<file path="src/rtl/keypad_scanner.sv">
// Column-driving 4x4 keypad scanner: walks a single low column, samples debounced
// active-low rows at the end of each dwell, reports one key code per press.
//
// state        | meaning
// SCAN         | driving a column, sampling rows at the last dwell count
// REPORT       | one-cycle valid_o strobe with the captured key code
// WAIT_RELEASE | column held until rows stay high for RELEASE_TICKS cycles
module keypad_scanner #(
  parameter int SCAN_TICKS    = 1000,
  parameter int RELEASE_TICKS = 1000
) (
  input  logic       clk,
  input  logic       rst,
  input  logic [3:0] row_i,
  output logic [3:0] col_o,
  output logic [3:0] key_o,
  output logic       valid_o,
  output logic       busy_o
);

  localparam int DW = (SCAN_TICKS > 1) ? $clog2(SCAN_TICKS) : 1;
  localparam int RW = (RELEASE_TICKS > 1) ? $clog2(RELEASE_TICKS) : 1;
  localparam logic [DW-1:0] DWELL_LAST = DW'(SCAN_TICKS - 1);
  localparam logic [RW-1:0] REL_LAST   = RW'(RELEASE_TICKS - 1);

  typedef enum logic [1:0] {SCAN, REPORT, WAIT_RELEASE} state_t;

  state_t        state_q;
  logic [DW-1:0] dwell_q;
  logic [RW-1:0] rel_q;
  logic [1:0]    col_idx_q;
  logic [3:0]    col_q;
  logic [3:0]    key_q;
  logic          valid_q;
  logic          busy_q;

  logic       rows_idle;
  logic [1:0] low_row;
  logic [1:0] col_idx_d;
  logic [3:0] col_d;

  // Lowest-index low row wins when several rows are pressed in one column.
  always_comb begin
    rows_idle = &row_i;
    if (!row_i[0])      low_row = 2'd0;
    else if (!row_i[1]) low_row = 2'd1;
    else if (!row_i[2]) low_row = 2'd2;
    else                low_row = 2'd3;
    col_idx_d = col_idx_q + 2'd1;
    col_d     = ~(4'b0001 << col_idx_d);
  end

  always_ff @(posedge clk) begin
    if (rst) begin
      state_q   <= SCAN;
      dwell_q   <= '0;
      rel_q     <= '0;
      col_idx_q <= 2'd0;
      col_q     <= 4'b1110;
      key_q     <= 4'h0;
      valid_q   <= 1'b0;
      busy_q    <= 1'b0;
    end else begin
      case (state_q)
        SCAN: begin
          valid_q <= 1'b0;
          busy_q  <= 1'b0;
          if (dwell_q == DWELL_LAST) begin
            dwell_q <= '0;
            if (rows_idle) begin
              col_idx_q <= col_idx_d;
              col_q     <= col_d;
            end else begin
              key_q   <= {low_row, col_idx_q};
              valid_q <= 1'b1;
              busy_q  <= 1'b1;
              state_q <= REPORT;
            end
          end else begin
            dwell_q <= dwell_q + 1'b1;
          end
        end
        REPORT: begin
          valid_q <= 1'b0;
          rel_q   <= '0;
          state_q <= WAIT_RELEASE;
        end
        WAIT_RELEASE: begin
          if (!rows_idle) begin
            rel_q <= '0;
          end else if (rel_q == REL_LAST) begin
            rel_q     <= '0;
            dwell_q   <= '0;
            busy_q    <= 1'b0;
            col_idx_q <= col_idx_d;
            col_q     <= col_d;
            state_q   <= SCAN;
          end else begin
            rel_q <= rel_q + 1'b1;
          end
        end
        default: state_q <= SCAN;
      endcase
    end
  end

  assign col_o   = col_q;
  assign key_o   = key_q;
  assign valid_o = valid_q;
  assign busy_o  = busy_q;

endmodule

</file>
<file path="config.mk">
export PLATFORM = sky130hd
export DESIGN_NAME = keypad_scanner
export DESIGN_NICKNAME = d
export VERILOG_FILES = /design/src/rtl/keypad_scanner.sv
export SDC_FILE = /design/constraint.sdc
export NUM_CORES = 1
export LEC_CHECK = 0
export CELL_PAD_IN_SITES_DETAIL_PLACEMENT = 1
export CELL_PAD_IN_SITES_GLOBAL_PLACEMENT = 1
export CORE_UTILIZATION = 43
export DETAILED_ROUTE_END_ITERATION = 8
export GPL_TIMING_DRIVEN = 0
export HOLD_SLACK_MARGIN = 0.12
export PLACE_DENSITY_LB_ADDON = 0.1
export SYNTH_ARGS = -nofsm -noshare
export SYNTH_HDL_FRONTEND = slang
export SYNTH_SLANG_ARGS = --single-unit
</file>
<file path="constraint.sdc">
create_clock -name clk -period 2.2 [get_ports clk]
set_input_delay 0.44 -clock clk [delete_from_list [all_inputs] [get_ports clk]]
set_output_delay 0.44 -clock clk [all_outputs]
set_load 0.05 [all_outputs]
</file>
==> results of run 1 <==
## through the flow
step	cells	power, uW
after global placement	255	682
after floorplan	192	665
after global routing	262	1200
after CTS	263	1160
after detailed placement	255	686
final	262	1150
## final cells by class
cell class                 instances  area (um2)
buffer                             7        37.5
timing repair buffer              15         150
clock inverter                     1        5.00
fill                             458        1720
sequential                        34         681
tap                               48        60.1
multi-input combinational        145         961
clock buffer                       7        86.3
inverter                           5        18.8
## critical path: cells and delay by family
kind	cells	cell delay (ns)
buffers and inverters	2	0.68
AO/OA/AOI/OAI	3	0.48
AND/OR/NAND/NOR	2	0.57
## cells by family (layout without fill, tap and decap cells)
group | Yosys count | in the layout | synth area share (%)
DFF | 34 | 34 | 40.1
and+or+nand+nor | 82 | 82 | 26.5
AOI/OAI and AO/OA | 38 | 38 | 14.4
adders and majority gates | 9 | 9 | 6.64
xor gates and xnor gates | 10 | 10 | 5.17
buffers and inverters | 13 | 35 | 3.54
muxes | 6 | 6 | 3.62
## cells in the final DEF, fill, tap and decap left out, types with 2 or more instances in the layout
master	count
sky130_fd_sc_hd__o31ai_1	4
sky130_fd_sc_hd__o21ai_0	10
sky130_fd_sc_hd__and4_1	2
sky130_fd_sc_hd__clkbuf_1	6
sky130_fd_sc_hd__dfxtp_1	34
sky130_fd_sc_hd__xnor2_1	6
sky130_fd_sc_hd__a21oi_1	11
sky130_fd_sc_hd__nand4_1	5
sky130_fd_sc_hd__nor2_1	30
sky130_fd_sc_hd__nor3_1	2
sky130_fd_sc_hd__inv_1	5
sky130_fd_sc_hd__nor2b_1	3
sky130_fd_sc_hd__clkdlybuf4s50_1	15
sky130_fd_sc_hd__xor2_1	4
sky130_fd_sc_hd__a221o_1	2
sky130_fd_sc_hd__clkbuf_8	6
sky130_fd_sc_hd__nand2_1	11
sky130_fd_sc_hd__nand3_1	7
sky130_fd_sc_hd__nand2b_1	2
sky130_fd_sc_hd__a31oi_1	3
sky130_fd_sc_hd__nor3b_1	3
sky130_fd_sc_hd__mux2i_1	5
sky130_fd_sc_hd__and3_1	5
sky130_fd_sc_hd__ha_1	9
## per-layer routing
layer	track usage (%)	up-vias	wire (um)
li1	-	722	-
met1	24.5	694	1810
met2	36.3	10	1990
met3	4.93	6	87
met4	8.61	0	53
met5	0	-	0
## registers in the layout, indices dropped and copies added (netlist names)
name       flops
col_idx_q      2
rel_q         10
col_o          4
dwell_q       10
key_o          4
valid_o        1
state_q        2
busy_o         1
## power by group
group          internal [uW]  total (uW)  leakage, uW  switching, uW
clock                    252         478    0.0000482            226
sequential               620         624     0.000274           4.28
combinational           21.0        47.3     0.000413           26.3
## worst min-delay path by stage
stage / startpoint / slack, ns / depth (start not counted) / end
after floorplan: dwell_q[9] / 0.44 / 1 / dwell_q[9]
after detailed placement: key_o[2] / 0.45 / 2 / key_o[2]
final: key_o[2] / 0.46 / 2 / key_o[2]
after global placement: key_o[2] / 0.44 / 2 / key_o[2]
after CTS: key_o[2] / 0.46 / 2 / key_o[2]
after global routing: key_o[2] / 0.49 / 2 / key_o[2]
==> impl_table.tex, run 1 <==
\begin{tabular}{lr}
\hline
Metric & Value \\
\hline
\multicolumn{2}{l}{\textbf{Placed design}} \\
\quad Instance area at placement & 1910 um2 \\
\quad Number of port buffers & 15 \\
\quad Detailed Place HPWL & 2950 um \\
\quad Final RePlAce weighted congestion & 0.702 \\
\quad Pre-CTS setup slack & -0.0692 ns \\
\multicolumn{2}{l}{\textbf{Status}} \\
\quad Outcome & completed \\
\multicolumn{2}{l}{\textbf{Global route}} \\
\quad GRT Resource Usage Total & 21.0\% \\
\quad Wire length of the first global-routing pass & 6720 um \\
\quad Global-route congestion overflow total & 0 \\
\quad Antenna violations before repair & 0 \\
\quad Number of global-route vias before repair & approximately 1.5k \\
\quad Pin count of the biggest net entering global routing & 11 \\
\multicolumn{2}{l}{\textbf{Timing}} \\
\quad Clock Skew & 0.00408 ns \\
\quad Transition time of the tightest slew-check pin & 0.516 ns \\
\quad Normalized max-slew margin & 65.5\% \\
\quad PnR worst setup slack & 0.191 ns \\
\quad Final Critical Period & 2.01 ns \\
\quad Fmax & 0.498 GHz \\
\quad Final Hold Violating Endpoints & 0 \\
\quad Smallest hold slack & 0.455 ns \\
\quad Number of setup violations in the final report & 0 \\
\quad Total Negative Setup Slacks & 0 ns \\
\quad Max Transition Viols Final & 0 \\
\quad RSZ-0062 raised after global routing & false \\
\quad Period utilization & 91.3\% \\
\multicolumn{2}{l}{\textbf{Logic synthesis}} \\
\quad Leading area contributor after synthesis & sky130\_fd\_sc\_hd\_\_dfxtp\_1 \\
\quad Library cells used by synthesis & 44 \\
\quad Commonest cells post-synth & sky130\_fd\_sc\_hd\_\_dfxtp\_1 (34), sky130\_fd\_sc\_hd\_\_nor2\_1 (30), sky130\_fd\_sc\_hd\_\_a21oi\_1 (11), sky130\_fd\_sc\_hd\_\_nand2\_1 (11), sky130\_fd\_sc\_hd\_\_o21ai\_0 (10) \\
\quad Fraction of registers with async set or reset after synthesis & 0\% \\
\quad Count of flip-flops with a built-in enable after synthesis & 0 \\
\quad Most frequently used cell type in the post-synthesis netlist & sky130\_fd\_sc\_hd\_\_dfxtp\_1 \\
\quad Count of mapped cells out of synthesis & about 190 \\
\quad Synthesized flop and latch total & 34 \\
\quad Most common flop cell mapped by yosys & sky130\_fd\_sc\_hd\_\_dfxtp\_1 \\
\quad Share of Yosys cell area claimed by the top area cell type & 40.1\% \\
\quad Proportion of synthesized chip area in sequential cells & 40.1\% \\
\quad Mean area per synthesized cell & 8.83 um2 \\
\quad Cells taking the most area after synthesis & sky130\_fd\_sc\_hd\_\_dfxtp\_1 (40\%), sky130\_fd\_sc\_hd\_\_ha\_1 (6.6\%), sky130\_fd\_sc\_hd\_\_nor2\_1 (6.6\%) \\
\quad Synthesized area & 1700 um2 \\
\quad Yosys Warn Count & 0 \\
\quad Net count after synthesis & 207 \\
\multicolumn{2}{l}{\textbf{Die}} \\
\quad Placeable Area & between 3000 and 4000 um2 \\
\quad Total die area & 4200 um2 \\
\quad Overall die width & 64.8 um \\
\quad Initial core utilization & about 46\% \\
\quad Num rows & 22 \\
\quad Die Y & approximately 65 um \\
\quad Number of top-level design ports & 16 \\
\multicolumn{2}{l}{\textbf{CTS}} \\
\quad H-tree levels & 2 \\
\quad Worst-Skew Late Latency & 0.28 ns \\
\quad Clock sinks & 34 \\
\quad Cts hold-fix bufs & 0 \\
\quad Register clock-pin slew on the reported worst setup and hold paths & around 0.07 ns \\
\quad Total setup buffers inserted after CTS & 0 \\
\quad TritonCTS clock tree & done \\
\quad Post-cts resize count & 0 \\
\quad CTS root buffer & sky130\_fd\_sc\_hd\_\_clkbuf\_8 \\
\quad Clock buffer depth & 2 \\
\quad Number of buffers inserted during clock tree synthesis & 5 \\
\multicolumn{2}{l}{\textbf{Critical path}} \\
\quad Startpoint Class & input port \\
\quad Register-to-register setup slack & 0.22 ns \\
\quad Critical path arrival & around 2.2 ns \\
\quad Largest fanout of any net on the critical path & 10 \\
\quad Source of the critical timing path & row\_i[1] \\
\quad Critical path's largest stage delay & between 0.5 and 0.6 ns \\
\quad Endpoint of the most critical setup path & col\_o[3] \\
\quad Worst R2R End & col\_o[3] \\
\quad Worst path slowest cell & sky130\_fd\_sc\_hd\_\_clkdlybuf4s50\_1 \\
\quad Reg-to-reg critical path startpoint & rel\_q[0] \\
\quad Crit Path Class & input port to register \\
\quad Critical path endpoint category & register \\
\quad Worst reg2reg path depth & 7 \\
\quad Cell chain of the critical path & clkdlybuf4s50\_1, and4\_1, o21ai\_0, a221o\_1, buf\_6, nor3b\_1, a21oi\_1 \\
\quad Worst Path Required & 2.37 ns \\
\multicolumn{2}{l}{\textbf{Min path}} \\
\quad Class of the worst hold path & register to register \\
\multicolumn{2}{l}{\textbf{Cells and area}} \\
\quad Utilization of the core after routing & about 54\% \\
\quad Final net count & 228 \\
\quad Diode count & 0 \\
\quad Post-route cell area & 2000 um2 \\
\quad Growth of design area from synthesis to finish & 17.9\% \\
\quad Ratio of cells with drive above 1 in the final layout & approximately 7.5\% \\
\multicolumn{2}{l}{\textbf{Drt}} \\
\quad Initial DRC count & 45 \\
\quad First drt pass iteration count & 5 \\
\quad Number of vias per cell after detailed routing & approximately 5.5 \\
\quad Total number of vias & approximately 1.4k \\
\quad Number of routed nets with antenna violations & 0 \\
\quad DRC & 0 \\
\quad Per-cell routed wire length & 15.0 um \\
\quad Routed wire length & between 3000 and 4000 um \\
\multicolumn{2}{l}{\textbf{Power and ir drop}} \\
\quad Leak & 0.000735 uW \\
\quad Pwr per Cell Area & between 500 and 600 nW/um2 \\
\quad VDD IR max & $\sim$0.39 mV \\
\multicolumn{2}{l}{\textbf{Run}} \\
\quad Max capacitance violation total & 0 \\
\hline
\end{tabular}
(Power assumes the default switching activity.)
==> inputs of run 2 (changes only) <==
RECOVER_POWER = 100   (was default)
==> run 2 against run 1 <==
Via count down 0.14%. Largest cell class unchanged. Highest routed layer unchanged. Largest power group unchanged. Power about the same. Setup slack worse by 0.0071 ns. Fmax down 0.35%.
==> impl_table.tex, run 2 (synthesis gave the netlist of run 1 again) <==
\begin{tabular}{lr}
\hline
Metric & Value \\
\hline
\multicolumn{2}{l}{\textbf{CTS}} \\
\quad Clock buffer depth & 2 (unchanged) \\
\quad H-tree levels & 2 (unchanged) \\
\quad Clock sinks & 34 (unchanged) \\
\quad Number of buffers inserted during clock tree synthesis & 5 (unchanged) \\
\quad Total setup buffers inserted after CTS & 0 (unchanged) \\
\quad Register clock-pin slew on the reported worst setup and hold paths & 0.07 ns (about the same) \\
\quad CTS root buffer & sky130\_fd\_sc\_hd\_\_clkbuf\_8 (unchanged) \\
\quad Worst-Skew Late Latency & 0.28 ns (about the same) \\
\quad TritonCTS clock tree & done (unchanged) \\
\multicolumn{2}{l}{\textbf{Placed design}} \\
\quad Number of port buffers & 15 (unchanged) \\
\quad Detailed Place HPWL & 2950 um (unchanged) \\
\quad Number of instances in the placed design & 255 (unchanged) \\
\quad Instance area at placement & 1910 um2 (unchanged) \\
\quad Final RePlAce weighted congestion & 0.702 (unchanged) \\
\multicolumn{2}{l}{\textbf{Cells and area}} \\
\quad Diode count & 0 (unchanged) \\
\quad Utilization of the core after routing & 53.7\% (was 53.8\%) \\
\quad Post-route cell area & 2000 um2 (about the same) \\
\quad Fillers & 459 (was 458) \\
\quad Growth of design area from synthesis to finish & 17.8\% (was 17.9\%) \\
\quad Final net count & 228 (unchanged) \\
\quad Leading cell types in the layout, fill and taps excluded & sky130\_fd\_sc\_hd\_\_dfxtp\_1 (34), sky130\_fd\_sc\_hd\_\_nor2\_1 (30), sky130\_fd\_sc\_hd\_\_nand2\_1 (11), sky130\_fd\_sc\_hd\_\_a21oi\_1 (11) (was sky130\_fd\_sc\_hd\_\_dfxtp\_1 (34), sky130\_fd\_sc\_hd\_\_nor2\_1 (30), sky130\_fd\_sc\_hd\_\_clkdlybuf4s50\_1 (15)) \\
\quad Commonest non-fill, non-tap cell in the layout & sky130\_fd\_sc\_hd\_\_dfxtp\_1 (unchanged) \\
\quad Regs by FF count & dwell\_q x10, rel\_q x10 (unchanged) \\
\quad Storage cell area & 681 um2 (unchanged) \\
\quad Final std cells w/o fill & 262 (unchanged) \\
\quad Area occupied by multi-input gates & 961 um2 (unchanged) \\
\quad Ratio of cells with drive above 1 in the final layout & 7.48\% (unchanged) \\
\multicolumn{2}{l}{\textbf{Global route}} \\
\quad GRT Resource Usage Total & 21.0\% (unchanged) \\
\quad Layer carrying the most global-route usage & met2 (unchanged) \\
\quad Wire length of the first global-routing pass & 6720 um (unchanged) \\
\quad Antenna violations before repair & 0 (unchanged) \\
\quad Grt met3 use & 4.93\% (unchanged) \\
\quad Global routing met2 resource utilization & 36.3\% (unchanged) \\
\quad Number of global-route vias before repair & 1473 (unchanged) \\
\quad GR Layer Usage met1 & 24.5\% (unchanged) \\
\quad Global-route congestion overflow total & 0 (unchanged) \\
\quad Pin count of the biggest net entering global routing & 11 (unchanged) \\
\multicolumn{2}{l}{\textbf{Timing}} \\
\quad Final Hold Violating Endpoints & 0 (unchanged) \\
\quad RSZ-0062 raised after global routing & false (unchanged) \\
\quad Max Transition Viols Final & 0 (unchanged) \\
\quad Transition time of the tightest slew-check pin & 0.523 ns (was 0.516 ns) \\
\quad Total Negative Setup Slacks & 0 ns (unchanged) \\
\quad Final Critical Period & 2.02 ns (was 2.01 ns) \\
\quad Clock Skew & 0.00397 ns (was 0.00408 ns) \\
\quad Period utilization & 91.6\% (was 91.3\%) \\
\quad Normalized max-slew margin & 65.0\% (was 65.5\%) \\
\quad Fmax & 0.496 GHz (was 0.498 GHz) \\
\quad Number of setup violations in the final report & 0 (unchanged) \\
\multicolumn{2}{l}{\textbf{Critical path}} \\
\quad Crit Path Class & register to register (was input port to register) \\
\quad Critical path arrival & 2.20 ns (was 2.18 ns) \\
\quad Largest fanout of any net on the critical path & 8 (was 10) \\
\quad Startpoint Class & register (was input port) \\
\quad Reg-to-reg critical path startpoint & dwell\_q[0] (was rel\_q[0]) \\
\quad Register-to-register setup slack & 0.18 ns (was 0.22 ns) \\
\quad Critical path endpoint category & register (unchanged) \\
\quad Worst R2R End & dwell\_q[6] (was col\_o[3]) \\
\quad Worst Path Required & 2.39 ns (was 2.37 ns) \\
\quad Worst reg2reg path depth & 6 (was 7) \\
\multicolumn{2}{l}{\textbf{Die}} \\
\quad Num rows & 22 (unchanged) \\
\quad Placeable Area & 3720 um2 (unchanged) \\
\quad Die Y & 64.8 um (unchanged) \\
\quad Number of top-level design ports & 16 (unchanged) \\
\quad Total die area & 4200 um2 (unchanged) \\
\quad Initial core utilization & 45.6\% (unchanged) \\
\quad Overall die width & 64.8 um (unchanged) \\
\multicolumn{2}{l}{\textbf{Min path}} \\
\quad Class of the worst hold path & register to register (unchanged) \\
\quad Terminating pin of the worst hold path & key\_o[2] (unchanged) \\
\quad Worst hold path stage count & 2 (unchanged) \\
\quad Startpoint of the most critical hold path & key\_o[2] (unchanged) \\
\multicolumn{2}{l}{\textbf{Power and ir drop}} \\
\quad Pwr per Cell Area & 576 nW/um2 (was 575 nW/um2) \\
\quad Overall power after layout & 1150 uW (about the same) \\
\quad VDD IR max & 0.393 mV (about the same) \\
\quad Leak & 0.000749 uW (was 0.000735 uW) \\
\multicolumn{2}{l}{\textbf{Status}} \\
\quad Outcome & completed (unchanged) \\
\multicolumn{2}{l}{\textbf{Drt}} \\
\quad Total number of vias & 1430 (was 1432) \\
\quad Per-cell routed wire length & 15.0 um (about the same) \\
\quad Number of routed nets with antenna violations & 0 (unchanged) \\
\quad First drt pass iteration count & 5 (unchanged) \\
\quad Routed wire length & 3940 um (about the same) \\
\quad Initial DRC count & 41 (was 45) \\
\quad DRC & 0 (unchanged) \\
\quad Number of vias per cell after detailed routing & 5.46 (was 5.47) \\
\multicolumn{2}{l}{\textbf{Run}} \\
\quad Max capacitance violation total & 0 (unchanged) \\
\hline
\end{tabular}
[run 2: timing repair]
action                                  in CTS  in global routing
resized for setup                            0                  1
endpoints found under the setup margin       0                  9
hold buffers                                 0                  0
[run 2: layout make-up]
type,instances,area share [%]
multi-input cells,145,48.1
clock inverters,1,0.251
plain buffers,7,1.75
inverters,5,0.940
repair buffers,15,7.52
flip-flops and latches,34,34.1
clock buffers,7,4.32
well taps,48,3.01
[run 2: worst max-delay path: stages (launching register included)]
cell,delay (ns)
sky130_fd_sc_hd__dfxtp_1,0.34
sky130_fd_sc_hd__ha_1,0.25
sky130_fd_sc_hd__and3_1,0.19
sky130_fd_sc_hd__clkbuf_2,0.15
sky130_fd_sc_hd__a311o_1,0.39
sky130_fd_sc_hd__or2_0,0.32
sky130_fd_sc_hd__o31ai_1,0.27
[run 2: how the worst max path moves through the flow]
| stage | slack (ns) | startpoint | end | cells after the start |
|---|---|---|---|---|
| after CTS | 0.003 | state_q[0] | dwell_q[6] | 8 |
| after detailed placement | -0.07 | row_i[1] | col_o[3] | 7 |
| after global routing | 0.09 | dwell_q[0] | dwell_q[6] | 6 |
| after global placement | -0.008 | row_i[1] | col_o[0] | 7 |
| after floorplan | 0.46 | rel_q[0] | col_o[0] | 7 |
| final | 0.18 | dwell_q[0] | dwell_q[6] | 6 |
[run 2: per-layer routing]
| metal | up-vias | wire (um) |
|---|---|---|
| li1 | 722 | - |
| met1 | 692 | 1820 |
| met2 | 10 | 1980 |
| met3 | 6 | 88 |
| met4 | 0 | 52 |
| met5 | - | 0 |
[run 2: metrics by stage]
| stage | hold WS (ns) | setup slack, ns |
|---|---|---|
| finish | 0.453 | 0.184 |
| global route | 0.491 | 0.0898 |
| CTS | 0.460 | 0.00309 |
| detailed placement | 0.450 | -0.0692 |
| global placement | 0.444 | -0.00796 |
| floorplan | 0.439 | 0.463 |
[run 2: report_power, final]
part           switching, uW  leakage [uW]  total [uW]  internal (uW)
Sequential              4.24      0.000274         624            620
Combinational           26.4      0.000427        47.3           20.9
Clock                    225     0.0000482         478            252
Total                    256      0.000749        1150            893
==> inputs of run 3 (changes only) <==
PLACE_DENSITY_LB_ADDON = 0.15   (was 0.1)
==> run 3 against run 2 <==
Routed wire length rose by 0.76%. Utilization rose by 0.067 points. Design area rose by 0.13%.
==> impl_table.tex, run 3 (synthesis gave the netlist of run 1 again) <==
\begin{tabular}{lr}
\hline
Metric & Value \\
\hline
\multicolumn{2}{l}{\textbf{Power and ir drop}} \\
\quad Pwr per Cell Area & 572 nW/um2 (was 576 nW/um2) \\
\quad VDD IR max & 0.431 mV (was 0.393 mV) \\
\quad Leak & 0.000751 uW (was 0.000749 uW) \\
\quad Overall power after layout & 1140 uW (was 1150 uW) \\
\multicolumn{2}{l}{\textbf{Critical path}} \\
\quad Cell chain of the critical path & clkdlybuf4s50\_1, and4\_1, o21ai\_0, a221o\_1, buf\_6, nor3b\_1, a21oi\_1 (was ha\_1, and3\_1, clkbuf\_2, a311o\_1, or2\_0, o31ai\_1) \\
\quad Worst path slowest cell & sky130\_fd\_sc\_hd\_\_clkdlybuf4s50\_1 (was sky130\_fd\_sc\_hd\_\_a311o\_1) \\
\quad Count of cell instances traversed by the critical path & 7 (was 6) \\
\quad Largest fanout of any net on the critical path & 10 (was 8) \\
\quad Count of buffer and inverter cells on the critical path & 2 (was 1) \\
\quad Critical path arrival & 2.17 ns (was 2.20 ns) \\
\quad Startpoint Class & input port (was register) \\
\quad Crit Path Class & input port to register (was register to register) \\
\quad Critical path's largest stage delay & 0.52 ns (was 0.39 ns) \\
\quad Worst Path Required & 2.36 ns (was 2.39 ns) \\
\quad CP delay by family, top & buffers and inverters (was compound AO/OA/AOI/OAI gates) \\
\quad Worst reg2reg path depth & 7 (was 6) \\
\quad Critical path endpoint category & register (unchanged) \\
\multicolumn{2}{l}{\textbf{Cells and area}} \\
\quad Final net count & 228 (unchanged) \\
\quad Regs by FF count & dwell\_q x10, rel\_q x10 (unchanged) \\
\quad Ratio of cells with drive above 1 in the final layout & 7.48\% (unchanged) \\
\quad Growth of design area from synthesis to finish & 17.9\% (was 17.8\%) \\
\quad Commonest non-fill, non-tap cell in the layout & sky130\_fd\_sc\_hd\_\_dfxtp\_1 (unchanged) \\
\quad Diode count & 0 (unchanged) \\
\quad Utilization of the core after routing & 53.8\% (was 53.7\%) \\
\quad Leading cell types in the layout, fill and taps excluded & sky130\_fd\_sc\_hd\_\_dfxtp\_1 (34), sky130\_fd\_sc\_hd\_\_nor2\_1 (30), sky130\_fd\_sc\_hd\_\_nand2\_1 (11), sky130\_fd\_sc\_hd\_\_a21oi\_1 (11) (unchanged) \\
\multicolumn{2}{l}{\textbf{Drt}} \\
\quad Total number of vias & 1458 (was 1430) \\
\quad DRC & 0 (unchanged) \\
\quad Routed wire length & 3970 um (was 3940 um) \\
\quad First drt pass iteration count & 4 (was 5) \\
\quad Initial DRC count & 53 (was 41) \\
\quad Number of vias per cell after detailed routing & 5.56 (was 5.46) \\
\quad Number of routed nets with antenna violations & 0 (unchanged) \\
\quad Per-cell routed wire length & 15.1 um (was 15.0 um) \\
\multicolumn{2}{l}{\textbf{Timing}} \\
\quad Normalized max-slew margin & 66.0\% (was 65.0\%) \\
\quad Fmax & 0.497 GHz (was 0.496 GHz) \\
\quad Final Hold Violating Endpoints & 0 (unchanged) \\
\quad Clock Skew & 0.00697 ns (was 0.00397 ns) \\
\quad PnR worst setup slack & 0.188 ns (was 0.184 ns) \\
\quad Max Transition Viols Final & 0 (unchanged) \\
\quad Smallest hold slack & 0.460 ns (was 0.453 ns) \\
\quad Final Critical Period & 2.01 ns (was 2.02 ns) \\
\quad RSZ-0062 raised after global routing & false (unchanged) \\
\quad Transition time of the tightest slew-check pin & 0.508 ns (was 0.523 ns) \\
\quad Total Negative Setup Slacks & 0 ns (unchanged) \\
\quad Number of setup violations in the final report & 0 (unchanged) \\
\quad Period utilization & 91.5\% (was 91.6\%) \\
\multicolumn{2}{l}{\textbf{Global route}} \\
\quad Pin count of the biggest net entering global routing & 11 (unchanged) \\
\quad Global-route congestion overflow total & 0 (unchanged) \\
\quad GRT Resource Usage Total & 21.8\% (was 21.0\%) \\
\quad Antenna violations before repair & 0 (unchanged) \\
\quad Number of global-route vias before repair & 1515 (was 1473) \\
\quad Wire length of the first global-routing pass & 6910 um (was 6720 um) \\
\multicolumn{2}{l}{\textbf{Placed design}} \\
\quad Final RePlAce weighted congestion & 0.763 (was 0.702) \\
\quad Detailed Place HPWL & 2940 um (was 2950 um) \\
\quad Number of port buffers & 15 (unchanged) \\
\quad Pre-CTS setup slack & -0.0440 ns (was -0.0692 ns) \\
\multicolumn{2}{l}{\textbf{Die}} \\
\quad Initial core utilization & 45.6\% (unchanged) \\
\quad Number of top-level design ports & 16 (unchanged) \\
\quad Placeable Area & 3720 um2 (unchanged) \\
\quad Overall die width & 64.8 um (unchanged) \\
\quad Die Y & 64.8 um (unchanged) \\
\quad Num rows & 22 (unchanged) \\
\quad Total die area & 4200 um2 (unchanged) \\
\multicolumn{2}{l}{\textbf{Run}} \\
\quad Max capacitance violation total & 0 (unchanged) \\
\multicolumn{2}{l}{\textbf{Min path}} \\
\quad Class of the worst hold path & register to register (unchanged) \\
\quad Worst hold path stage count & 2 (unchanged) \\
\multicolumn{2}{l}{\textbf{CTS}} \\
\quad Clock sinks & 34 (unchanged) \\
\quad Register clock-pin slew on the reported worst setup and hold paths & 0.07 ns (about the same) \\
\quad TritonCTS clock tree & done (unchanged) \\
\quad H-tree levels & 2 (unchanged) \\
\quad Number of buffers inserted during clock tree synthesis & 5 (unchanged) \\
\quad CTS root buffer & sky130\_fd\_sc\_hd\_\_clkbuf\_8 (unchanged) \\
\quad Clock buffer depth & 2 (unchanged) \\
\quad Worst-Skew Late Latency & 0.28 ns (about the same) \\
\quad Total setup buffers inserted after CTS & 0 (unchanged) \\
\multicolumn{2}{l}{\textbf{Status}} \\
\quad Outcome & completed (unchanged) \\
\hline
\end{tabular}
-- run 3: cell types whose count changed in the layout (fill, tap and decap cells not counted) --
cell,previous run,this run
sky130_fd_sc_hd__or2_1,0,1
sky130_fd_sc_hd__or2_0,2,1
sky130_fd_sc_hd__buf_4,0,1
sky130_fd_sc_hd__clkbuf_2,1,0
-- run 3: per-layer routing --
| metal | track usage [%] | up-vias | part of all wire, % |
|---|---|---|---|
| met4 | 10.8 | 0 | 2.3 |
| met1 | 24.7 | 697 | 45 |
| met5 | 0 | - | 0 |
| li1 | - | 729 | - |
| met2 | 38.3 | 22 | 50 |
| met3 | 4.58 | 10 | 2.7 |
-- run 3: metrics by stage --
stage / instances / area (um2)
finish: 262 / 2000
detailed placement: 255 / 1910
CTS: 263 / 2000
global route: 262 / 2000
floorplan: 192 / 1700
global placement: 255 / 1910
-- run 3: layout make-up --
class	count	area, um2
sequential	34	681
multi-input combinational	145	961
inverter	5	18.8
clock buffer	7	86.3
buffer	7	37.5
tap	48	60.1
fill	451	1720
timing repair buffer	15	150
clock inverter	1	5.00
-- run 3: power by group --
part	total, uW	internal [uW]	switching (uW)
logic	47.6	21.0	26.6
registers	624	620	4.31
clock network	472	252	220
total	1140	893	251
-- run 3: path summary, 6_finish.rpt --
check / from / to / slack, ns
worst min register to register: key_o[2] / key_o[2] / 0.46
worst max-delay path: row_i[1] / col_o[2] / 0.19
worst min-delay path: key_o[2] / key_o[2] / 0.46
worst max register to register: rel_q[0] / col_o[2] / 0.22
-- run 3: timing repair --
item	CTS	global route
pin swaps	0	0
resized for setup	1	0
hold buffers	0	0
endpoints found under the setup margin	3	5
-- run 3: worst register-to-register path: stages, from the launching register on --
cell and delay [ns]:
sky130_fd_sc_hd__dfxtp_1 0.40, sky130_fd_sc_hd__ha_1 0.26, sky130_fd_sc_hd__and4bb_1 0.24, sky130_fd_sc_hd__nand3_1 0.14
sky130_fd_sc_hd__a221o_1 0.39, sky130_fd_sc_hd__buf_6 0.15, sky130_fd_sc_hd__nor3b_1 0.22, sky130_fd_sc_hd__a21oi_1 0.07
==> RTL change 1, RTL diff (config.mk and constraints of run 2) <==
Re-encode `state_t` (3 states) as one-hot, 3 bits wide.
--- a/src/rtl/keypad_scanner.sv
+++ b/src/rtl/keypad_scanner.sv
@@ -25,3 +25,3 @@
 
-  typedef enum logic [1:0] {SCAN, REPORT, WAIT_RELEASE} state_t;
+  typedef enum logic [2:0] {SCAN = 3'b001, REPORT = 3'b010, WAIT_RELEASE = 3'b100} state_t;
 
Formal check against the unedited RTL: same outputs for any inputs over 10 cycles, from zero or initial values and one cycle with rst high; not proved beyond that.
==> RTL change 1 against run 2 <==
  * Synthesized area up 11%
  * Final area up 11%
  * Sequential power up 5.0%
  * Total power up 1.4%
  * Sequential cell count up 1
  * Setup slack worse by 100 ps
  * Count of clock-buffer cells in the layout unchanged
  * Hold slack better by 45 ps
  * Combinational power up 20%
  * Wire length up 24%
  * Largest power group unchanged
==> RTL change 1: results <==
group,metric,value,unit
setup_path,crit_path_max_fanout,10,
cells_and_area,fin_nets,245,
routing,wl_per_cell,17.2,µm
yosys,synthTopCellsByArea,"dfxtp_1 37%, ha_1 4.0%, mux2i_1 3.2%",
placement,gp_congestion,0.811,
setup_path,arrival,2270,ps
yosys,synth.distinct_cells,52,
setup_path,worst-r2r-setup-slack,110,ps
placement,dp.cells,274,
global_routing,first_global_vias,1680,
global_routing,grt_pass1_wl,7.96,mm
power_and_ir_drop,p_int,0.000890,W
setup_path,r2r-end,"col_idx_q[0]",
sta,tightest_slew,625,ps
global_routing,globalRouteTotalUtil,23.5,%
power_and_ir_drop,p_leak,0.763,nW
routing,drtPass1Iterations,4,
yosys,syn_nets,221,
power_and_ir_drop,max-vdd-ir-drop,0.357,mV
sta,finClkSkew,6.94,ps
placement,dp_hpwl,3.62,mm
sta,holdWs,497,ps
routing,via_per_inst,5.79,
placement,port_buffers,15,
setup_path,r2r_cells,5,
cells_and_area,fill_cells,494,
outcome,outcome,"finished clean",
routing,drt-total-wl,4.88,mm
clock_network,clock_latency,290,ps
yosys,syn_area_per_cell,9.03,µm²
yosys,ys_top_cells_by_count,"35 x dfxtp_1, 12 x nor2_1, 11 x inv_1, 10 x nand3_1",
routing,drtIter0Drc,53,
cells_and_area,drive_gt1_share,11.5,%
yosys,ys_seq_area_share,37.1,%
-- RTL change 1: changes by cell type in the layout (fill, tap and decap cells not counted), moves of 4 or more --
cell,delta
o21ai_1,+7
nor2_1,-18
inv_1,+6
nor3_1,+6
nor2b_1,+4
o21ai_0,-7
a211oi_1,+6
-- RTL change 1: layout make-up --
type                    count  share of cell area (%)
plain buffers              10                    2.36
clock buffers               7                    3.43
clock inverters             1                   0.225
inverters                  11                    1.86
multi-input cells         153                    50.4
flip-flops and latches     35                    31.5
well taps                  50                    2.81
repair buffers             17                    7.42
-- RTL change 1: cells by family after synthesis --
kind of cell             after synthesis  share of synthesized area, %
multiplexers                           8                          4.38
XOR/XNOR                               8                          4.11
AND/OR/NAND/NOR                       82                          25.9
flip-flops                            35                          37.1
adder cells (fa/ha/maj)                6                          3.98
AO/OA/AOI/OAI                         49                          19.7
buffers and inverters                 21                          4.84
-- RTL change 1: per-stage QoR --
stage / total power (W) / TNS, ps / setup WS [ps] / area, µm²
after floorplan: 0.000700 / 0 / 286 / 1890
after global placement: 0.000722 / -3260 / -274 / 2100
after detailed placement: 0.000726 / -5030 / -360 / 2100
after CTS: 0.00118 / -10.1 / -10.1 / 2190
after global routing: 0.00121 / -4.83 / -4.82 / 2220
final: 0.00117 / 0 / 83.6 / 2220
-- RTL change 1: what timing repair did --
action,4_1_cts,5_1_grt
gates resized for setup,3,3
buffers inserted,0,2
endpoints found under the hold margin,0,0
endpoints found under the setup margin,11,17
pin swaps,1,2
-- RTL change 1: worst max-delay path by stage --
stage	from	endpoint	slack, ps	cells past startpoint
global placement	rst	rel_q[3]	-270	5
detailed placement	rst	rel_q[5]	-360	5
CTS	rel_q[0]	col_idx_q[0]	-10	5
finish	rst	rel_q[5]	80	5
global route	state_q[0]	dwell_q[1]	-5	5
floorplan	rel_q[0]	col_idx_q[0]	290	5
-- RTL change 1: power groups by stage --
| stage | clock, W | combinational, W | sequential (W) |
|---|---|---|---|
| after global placement | 0 | 0.0000539 | 0.000668 |
| after floorplan | 0 | 0.0000350 | 0.000665 |
| final | 0.000454 | 0.0000568 | 0.000655 |
| after detailed placement | 0 | 0.0000572 | 0.000669 |
| after CTS | 0.000466 | 0.0000579 | 0.000654 |
| after global routing | 0.000493 | 0.0000624 | 0.000656 |
-- RTL change 1: critical path: stages --
cell           delay [ps]
dlygate4sd3_1         580
clkbuf_1              430
clkbuf_1              390
buf_2                 320
nor3_1                100
-- RTL change 1: layer usage --
layer	track usage (%)	up-vias	wire length, µm
li1	-	811	-
met1	27.2	807	2230
met2	41.7	17	2480
met3	4.33	8	91
met4	9.90	0	75
met5	0	-	0
==> RTL change 2, RTL diff (config.mk and constraints of run 2) <==
Made on the original files. The parameter `SCAN_TICKS` goes from 1000 to 4000.
--- a/src/rtl/keypad_scanner.sv
+++ b/src/rtl/keypad_scanner.sv
@@ -8,3 +8,3 @@
 module keypad_scanner #(
-  parameter int SCAN_TICKS    = 1000,
+  parameter int SCAN_TICKS    = 4000,
   parameter int RELEASE_TICKS = 1000
Formal check against the unedited RTL: same outputs for any inputs over 10 cycles, from zero or initial values and one cycle with rst high; that may be too few to reach the edited logic, so the function may still have changed.
==> RTL change 2 against run 2 <==
  * Sequential cell count is 2 higher
  * First-iteration DRC count increased by 54%
  * Sequential share of layout area decreased by 2.3 points
  * Total power rose by 4.1%
  * Wire length up 15%
  * Synthesized area increased by 14%
  * Setup slack got worse by 51 ps
  * Via count up 17%
  * Global-route usage fell by 1.5 points
  * Final area grew 13%
  * Critical path depth increased by 1
  * Die area up 14%
==> RTL change 2: results <==
group,metric,value,unit
outcome,outcome,"finished clean",
routing,wl_met2,2.14,mm
global_routing,globalRouteTotalUtil,19.4,%
routing,met1_length,2.20,mm
power_and_ir_drop,p_leak,0.802,nW
routing,wl_per_cell,15.1,µm
sta,maxSlewViolCount,0,
setup_path,crit_path_max_fanout,10,
placement,gp_congestion,0.789,
sta,max_freq,0.484,GHz
setup_path,worst-r2r-setup-slack,130,ps
clock_network,clockRootBuffer,"clkbuf_8",
cells_and_area,diodes,0,
routing,vias,1674,
routing,routed-wl-met3,123,µm
hold_path,hp-class,"register to register",
yosys,syn_area_per_cell,8.70,µm²
cells_and_area,fill_cells,526,
yosys,ys_top_cells_by_count,"36 x dfxtp_1, 19 x nor2_1, 17 x nand2_1, 17 x nand3_1, 12 x a21oi_1",
yosys,syn_nets,238,
cells_and_area,reg_top3,"dwell_q (12), rel_q (10)",
cells_and_area,seq_area,721,µm²
yosys,ys_seq_area_share,37.2,%
sta,tightest_slew,601,ps
clock_network,numCtsBuffers,5,
routing,drtIter0Drc,63,
placement,dp_hpwl,3.23,mm
power_and_ir_drop,max-vdd-ir-drop,0.289,mV
placement,post-place-ws,-277,ps
routing,drt-total-wl,4.52,mm
yosys,synthTopCellsByArea,"dfxtp_1 37%, ha_1 5.8%, nand3_1 4.4%",
clock_network,clock_latency,290,ps
placement,port_buffers,15,
power_and_ir_drop,p_switching,0.000270,W
routing,maxUsedRoutingLayer,"met4",
cells_and_area,fin_nets,261,
global_routing,grt_pass1_wl,7.46,mm
placement,placed_area,0.00215,mm²
yosys,synth.distinct_cells,47,
global_routing,first_global_vias,1609,
routing,drtPass1Iterations,4,
clock_network,clk_path_buf_depth,2,
placement,dp.cells,290,
setup_path,arrival,2290,ps
sta,finClkSkew,10.5,ps
cells_and_area,drive_gt1_share,8.50,%
==> RTL change 2: power by group through the flow <==
stage	logic (W)	clock network [W]	registers [W]
3_3_place_gp	0.0000417	0	0.000678
2_1_floorplan	0.0000221	0	0.000676
5_1_grt	0.0000464	0.000531	0.000663
6_report	0.0000416	0.000492	0.000663
4_1_cts	0.0000425	0.000506	0.000663
3_5_place_dp	0.0000423	0	0.000678
==> RTL change 2: final cells by class <==
cell class                      count  share of cell area (%)
Buffer                             11                    2.60
Multi-Input combinational cell    164                    49.2
Sequential cell                    36                    31.8
Clock buffer                        8                    3.98
Timing Repair Buffer               16                    7.51
Inverter                           12                    1.99
Tap cell                           52                    2.87
==> RTL change 2: worst max-delay path, cell delays in order (launching register included) <==
cell	delay, ps
dfxtp_1	370
inv_1	70
ha_1	200
clkbuf_2	210
nand2b_2	280
a31o_2	290
or3_2	410
a31oi_1	160
==> RTL change 2: kinds of logic after synthesis <==
| kind of cell | after synthesis | share of synthesized area (%) |
|---|---|---|
| AO/OA/AOI/OAI | 40 | 14.5 |
| buffers and inverters | 23 | 5.29 |
| AND/OR/NAND/NOR | 97 | 28.1 |
| multiplexers | 9 | 5.16 |
| XOR/XNOR | 9 | 4.06 |
| adder cells (fa/ha/maj) | 9 | 5.81 |
| flip-flops | 36 | 37.2 |
==> RTL change 2: per-stage QoR <==
step                      total power [W]  hold slack [ps]
after floorplan                  0.000698              451
after global placement           0.000720              451
after detailed placement         0.000720              464
after CTS                         0.00121              474
after global routing              0.00124              503
final                             0.00120              464
==> RTL change 2: path summary, 6_finish.rpt <==
check,startpoint,end,cells after the start
max,state_q[0],dwell_q[7],7
min,busy_o,busy_o,2
max reg2reg,state_q[0],dwell_q[7],7
min reg2reg,busy_o,busy_o,2
==> RTL change 2: layer usage <==
metal	GRT usage [%]	vias to the layer above
met5	0	-
met3	4.39	5
met4	5.44	0
li1	-	855
met1	24.2	791
met2	33.4	23
==> RTL change 2: timing repair <==
item                                   CTS  global route
endpoints found under the hold margin    0             0
setup endpoints to repair                0            15
hold buffers                             0             0
resized for setup                        0             4
buffers inserted                         0             1
